### config.mk
export PLATFORM = sky130hd
export DESIGN_NAME = fifo_wr_arbiter
export DESIGN_NICKNAME = d
export VERILOG_FILES = /design/src/rtl/fifo_wr_arbiter.sv
export SDC_FILE = /design/constraint.sdc
export NUM_CORES = 1
export LEC_CHECK = 0
export CAP_MARGIN = 20
export CORE_ASPECT_RATIO = 1.25
export CORE_UTILIZATION = 45
export DETAILED_ROUTE_END_ITERATION = 10
export PLACE_DENSITY_LB_ADDON = 0.2
export SLEW_MARGIN = 10
export SYNTH_ARGS = -nofsm -noshare
export SYNTH_HDL_FRONTEND = slang
export SYNTH_SLANG_ARGS = --single-unit
### constraint.sdc
create_clock -name clk -period 4.4 [get_ports clk]
set_input_delay 0.44 -clock clk [delete_from_list [all_inputs] [get_ports clk]]
set_output_delay 0.44 -clock clk [all_outputs]
set_load 0.05 [all_outputs]
### src/rtl/fifo_wr_arbiter.sv
// Round-robin arbiter sharing one FIFO write port among N producers.
// Each grant covers a burst of up to BURST words and ends early when the owner withdraws its request.
module fifo_wr_arbiter #(
   parameter int B     = 3,
   parameter int N     = 4,
   parameter int BURST = 4
) (
   input  logic           clk,
   input  logic           reset,
   input  logic [N-1:0]   req,
   input  logic [N*B-1:0] din,
   output logic [N-1:0]   ack,
   output logic [N-1:0]   grant,
   output logic           busy,
   input  logic           fifo_full,
   output logic           fifo_wr,
   output logic [B-1:0]   fifo_w_data
);

   localparam int IW = $clog2(N);
   localparam int CW = $clog2(BURST + 1);

   typedef enum logic {IDLE, GRANT} state_t;

   state_t          state;
   logic [IW-1:0]   owner;
   logic [IW-1:0]   ptr;
   logic [IW-1:0]   sel;
   logic [IW-1:0]   nxt_ptr;
   logic [CW-1:0]   cnt;
   logic            found;
   logic            wr_ok;
   logic            burst_done;
   logic [B-1:0]    words [N];
   int unsigned     idx;

   always_comb begin
      for (int unsigned i = 0; i < N; i++) begin
         words[i] = din[i*B +: B];
      end
   end

   // Search starts at ptr and wraps, so the first hit is the highest-priority requester
   always_comb begin
      found = 1'b0;
      sel   = '0;
      idx   = 0;
      for (int unsigned k = 0; k < N; k++) begin
         idx = (32'(ptr) + k) % N;
         if (!found && req[idx]) begin
            found = 1'b1;
            sel   = IW'(idx);
         end
      end
   end

   assign wr_ok      = (state == GRANT) && req[owner] && !fifo_full;
   assign burst_done = wr_ok && ((cnt + 1'b1) == CW'(BURST));
   assign nxt_ptr    = (owner == IW'(N - 1)) ? '0 : owner + 1'b1;

   always_comb begin
      ack         = '0;
      fifo_wr     = wr_ok;
      fifo_w_data = '0;
      if (state == GRANT) begin
         fifo_w_data = words[owner];
         ack[owner]  = wr_ok;
      end
   end

   always_ff @(posedge clk) begin
      if (reset) begin
         state <= IDLE;
         owner <= '0;
         ptr   <= '0;
         cnt   <= '0;
         grant <= '0;
         busy  <= 1'b0;
      end else begin
         case (state)
            IDLE: begin
               if (found) begin
                  state <= GRANT;
                  owner <= sel;
                  grant <= {{(N-1){1'b0}}, 1'b1} << sel;
                  cnt   <= '0;
                  busy  <= 1'b1;
               end
            end
            GRANT: begin
               if (wr_ok) begin
                  cnt <= cnt + 1'b1;
               end
               // A full FIFO keeps the grant: cnt frozen, owner retained
               if (burst_done || !req[owner]) begin
                  state <= IDLE;
                  grant <= '0;
                  busy  <= 1'b0;
                  cnt   <= '0;
                  ptr   <= nxt_ptr;
               end
            end
            default: state <= IDLE;
         endcase
      end
   end

endmodule
==> summary.txt <==
Timing
  – Hold Vio Cnt, Final: 0
  – Worst slew pin tran: 0.866 ns
  – Setup TNS Final: 0 ns
  – Clock Skews: about 0.0046 ns
  – Highest clock rate: 350 MHz
  – Min cycle time layout: around 2.9 ns
  – Tcrit/Tclk final: 64.9%
  – Finish-stage setup viols: 0
  – Max Slew Vio Count: 0
  – RSZ-0062 raised after global routing: false
  – Worst rel slew slack: 41.8%

Power and ir drop
  – Total power density per cell area: 270 mW/mm^2
  – Net Sw Power: approximately 0.10 mW
  – Switch share: 33.1%
  – Part of the power in the clock network: 23.6%
  – Leak: 0.434 nW
  – Comb pwr share: 33.1%
  – Peak VDD IR: 0.205 mV
  – Reg power frac: 43.3%
  – Int Power: 0.208 mW

CTS
  – Htree depth: 1
  – Sinks on Clock Net: 13
  – Worst-path clk slew: around 0.07 ns
  – Root Buffer: clkbuf_4
  – CTS Buffer Depth: 2
  – Post-cts resize count: 0
  – Total CTS buffers: 3
  – Post-CTS Setup Bufs: 0
  – CTS tree: done
  – CTS Hold Buffers Added: 0
  – Worst skew pair latency: 0.28 ns

Global route
  – GRT overflow: 0
  – M1 GR Usage: 22.4%
  – Met3 usage in global routing: 4.50%
  – Gr busiest metal: met2
  – Met2 usage: 36.8%
  – Vias in the first global route: 703
  – Largest net degree at the start of global routing: 13
  – Initial antenna violation count: 0
  – GRT Total Usage: between 20% and 30%
  – First-pass GRT wire length: a little under 3000 um

Floorplan
  – IO Pins: 32
  – Row cnt: 16
  – Die Area: 0.00199 sq mm
  – Initial Utilization: 49.8%
  – Die Width: 40.1 um
  – Core area: 0.00164 sq mm
  – Die height: 49.6 um

Synthesis
  – Number of synthesized flops with an enable pin: 0
  – Area leader, netlist: dfxtp_1
  – Syn_area_per_cell: 9.18 sq um
  – Commonest cells post-synth: 13 x dfxtp_1, 8 x a21oi_1, 6 x ha_1, 6 x inv_1
  – Synth Flop Type: dfxtp_1
  – Top-count cell post-synth: dfxtp_1
  – Top-area cell type share of the netlist area: 31.9%
  – Sequential fraction of the synthesis area: 31.9%
  – Syn nets: 114
  – Ys async rst share: 0%
  – Post-Syn Area: 817 sq um
  – Synth Register Bits: 13
  – Syn. warnings: 0
  – Synth Instances: 89
  – Ranking of synthesized cells by area: dfxtp_1 32%, mux4_2 11%, ha_1 9.2%
  – Post-synth cell types: 30

Setup path
  – CP max stage cell: clkdlybuf4s50_1
  – Critical path depth in cells: 4
  – CP required: slightly below 4 ns
  – Reg2reg end: cnt[2]
  – Largest stage delay on the critical path: 0.70 ns
  – CP Launch Type: primary input
  – Max FO, Critical Path: 8
  – Family with the most delay on the worst path: buffers and inverters
  – R2R setup slack: 2.36 ns
  – Worst reg2reg path startpoint: owner[0]
  – R2R cell count: 4
  – Critical path class: in2out
  – Most used cell, CP: clkdlybuf4s50_1
  – Critical path endpoint category: output pin
  – Crit path cell chain: clkdlybuf4s50_1 -> mux4_2 -> and3_1 -> clkdlybuf4s50_1
  – Crit path DAT: 2.41 ns
  – Crit path buf inv count: 2

Routing
  – Total vias in the final route: 771
  – Vias/cell: 5.59
  – Detailed-route wire length: 1830 um
  – DR WL/cell: ~13 um
  – DR DRC count: 0
  – Remaining antenna violation count after routing: 0
  – Iter 0 DRT Violations: 11
  – Pre-antenna DRT Iters: 6

Place
  – RePlAce Congestion: approximately 0.80
  – # port buffers: 31
  – DP Area: 0.00113 sq mm
  – HPWL Detailed: 1510 um

Final layout
  – Diode count: 0
  – Area growth syn-to-layout: 41.2%
  – Total of fill cells in the finished design: 135
  – Final Cell Area: 0.00115 sq mm
  – Ratio of cells with drive above 1 in the final layout: about 6%
  – Fin nets: 146

Worst hold path
  – Hold EP: cnt[1]
  – Hold Crit Class: reg2reg
  – Cells on Worst Hold Path: 2
  – Hold Startpoint: cnt[1]

Run status
  – Run status: complete, no violations

Job
  – Max Cap Violations: 0
[sequential cells by signal, indices dropped and copies added (netlist names)]
| name | cells |
|---|---|
| cnt | 3 |
| state | 1 |
| ptr | 2 |
| grant | 4 |
| owner | 2 |
| busy | 1 |
[power groups by stage]
stage	clock [mW]	sequential [mW]	combinational [mW]
after floorplan	0	0.143	0.0581
after global placement	0	0.137	0.101
after detailed placement	0	0.137	0.103
after CTS	0.0748	0.135	0.104
after global routing	0.0824	0.136	0.111
final	0.0734	0.134	0.103
[final cells by class]
type | instances | area, sq um | share of cell area [%]
tap | 18 | 22.5 | 1.95
sequential | 13 | 260 | 22.6
multi-input combinational | 66 | 512 | 44.4
inverter | 6 | 22.5 | 1.95
timing repair buffer | 31 | 310 | 26.9
clock buffer | 4 | 26.3 | 2.28
[metrics by stage]
step | utilization [%] | power, mW | setup WS [ns] | instances | hold slack, ns
after floorplan | - | 0.201 | 2.57 | 89 | 0.432
after global placement | 68.7 | 0.238 | 1.58 | 134 | 0.439
after detailed placement | 68.7 | 0.241 | 1.54 | 134 | 0.454
after CTS | 70.3 | 0.313 | 1.54 | 138 | 0.465
after global routing | 70.3 | 0.329 | 1.45 | 138 | 0.492
final | 70.3 | 0.311 | 1.55 | 138 | 0.461
[worst max-delay path by stage]
stage / from / end
floorplan: owner[0] / ack[0]
global placement: req[3] / ack[1]
detailed placement: req[3] / ack[0]
CTS: req[3] / ack[0]
global route: owner[0] / ack[0]
finish: req[3] / ack[0]
[cell families after synthesis]
| kind of cell | after synthesis | share of synthesized area, % |
|---|---|---|
| adder cells (fa/ha/maj) | 6 | 9.19 |
| AO/OA/AOI/OAI | 21 | 18.1 |
| multiplexers | 7 | 14.7 |
| AND/OR/NAND/NOR | 32 | 20.7 |
| buffers and inverters | 10 | 5.51 |
| flip-flops | 13 | 31.9 |
[layer usage]
metal / up-vias / part of all wire [%]
met4: 0 / 1.9
met1: 351 / 41
li1: 392 / -
met5: - / 0
met3: 5 / 5.5
met2: 23 / 52
[cell usage in the layout (no fill, tap or decap), types with 3 or more instances in the layout]
cell type,n
a21oi_1,8
a32o_1,4
and2_1,5
and3_1,4
clkbuf_4,3
clkdlybuf4s50_1,31
dfxtp_1,13
ha_1,6
inv_1,6
mux2i_1,3
mux4_2,4
nand2_1,5
nor2_1,5
nor3_1,5
or3_1,3
[worst min-delay path, stage by stage (launching register included)]
cell and delay, ns:
dfxtp_1 0.31, nand2_1 0.05, a21oi_1 0.05
No activity file was read; power rests on OpenSTA's default activity.
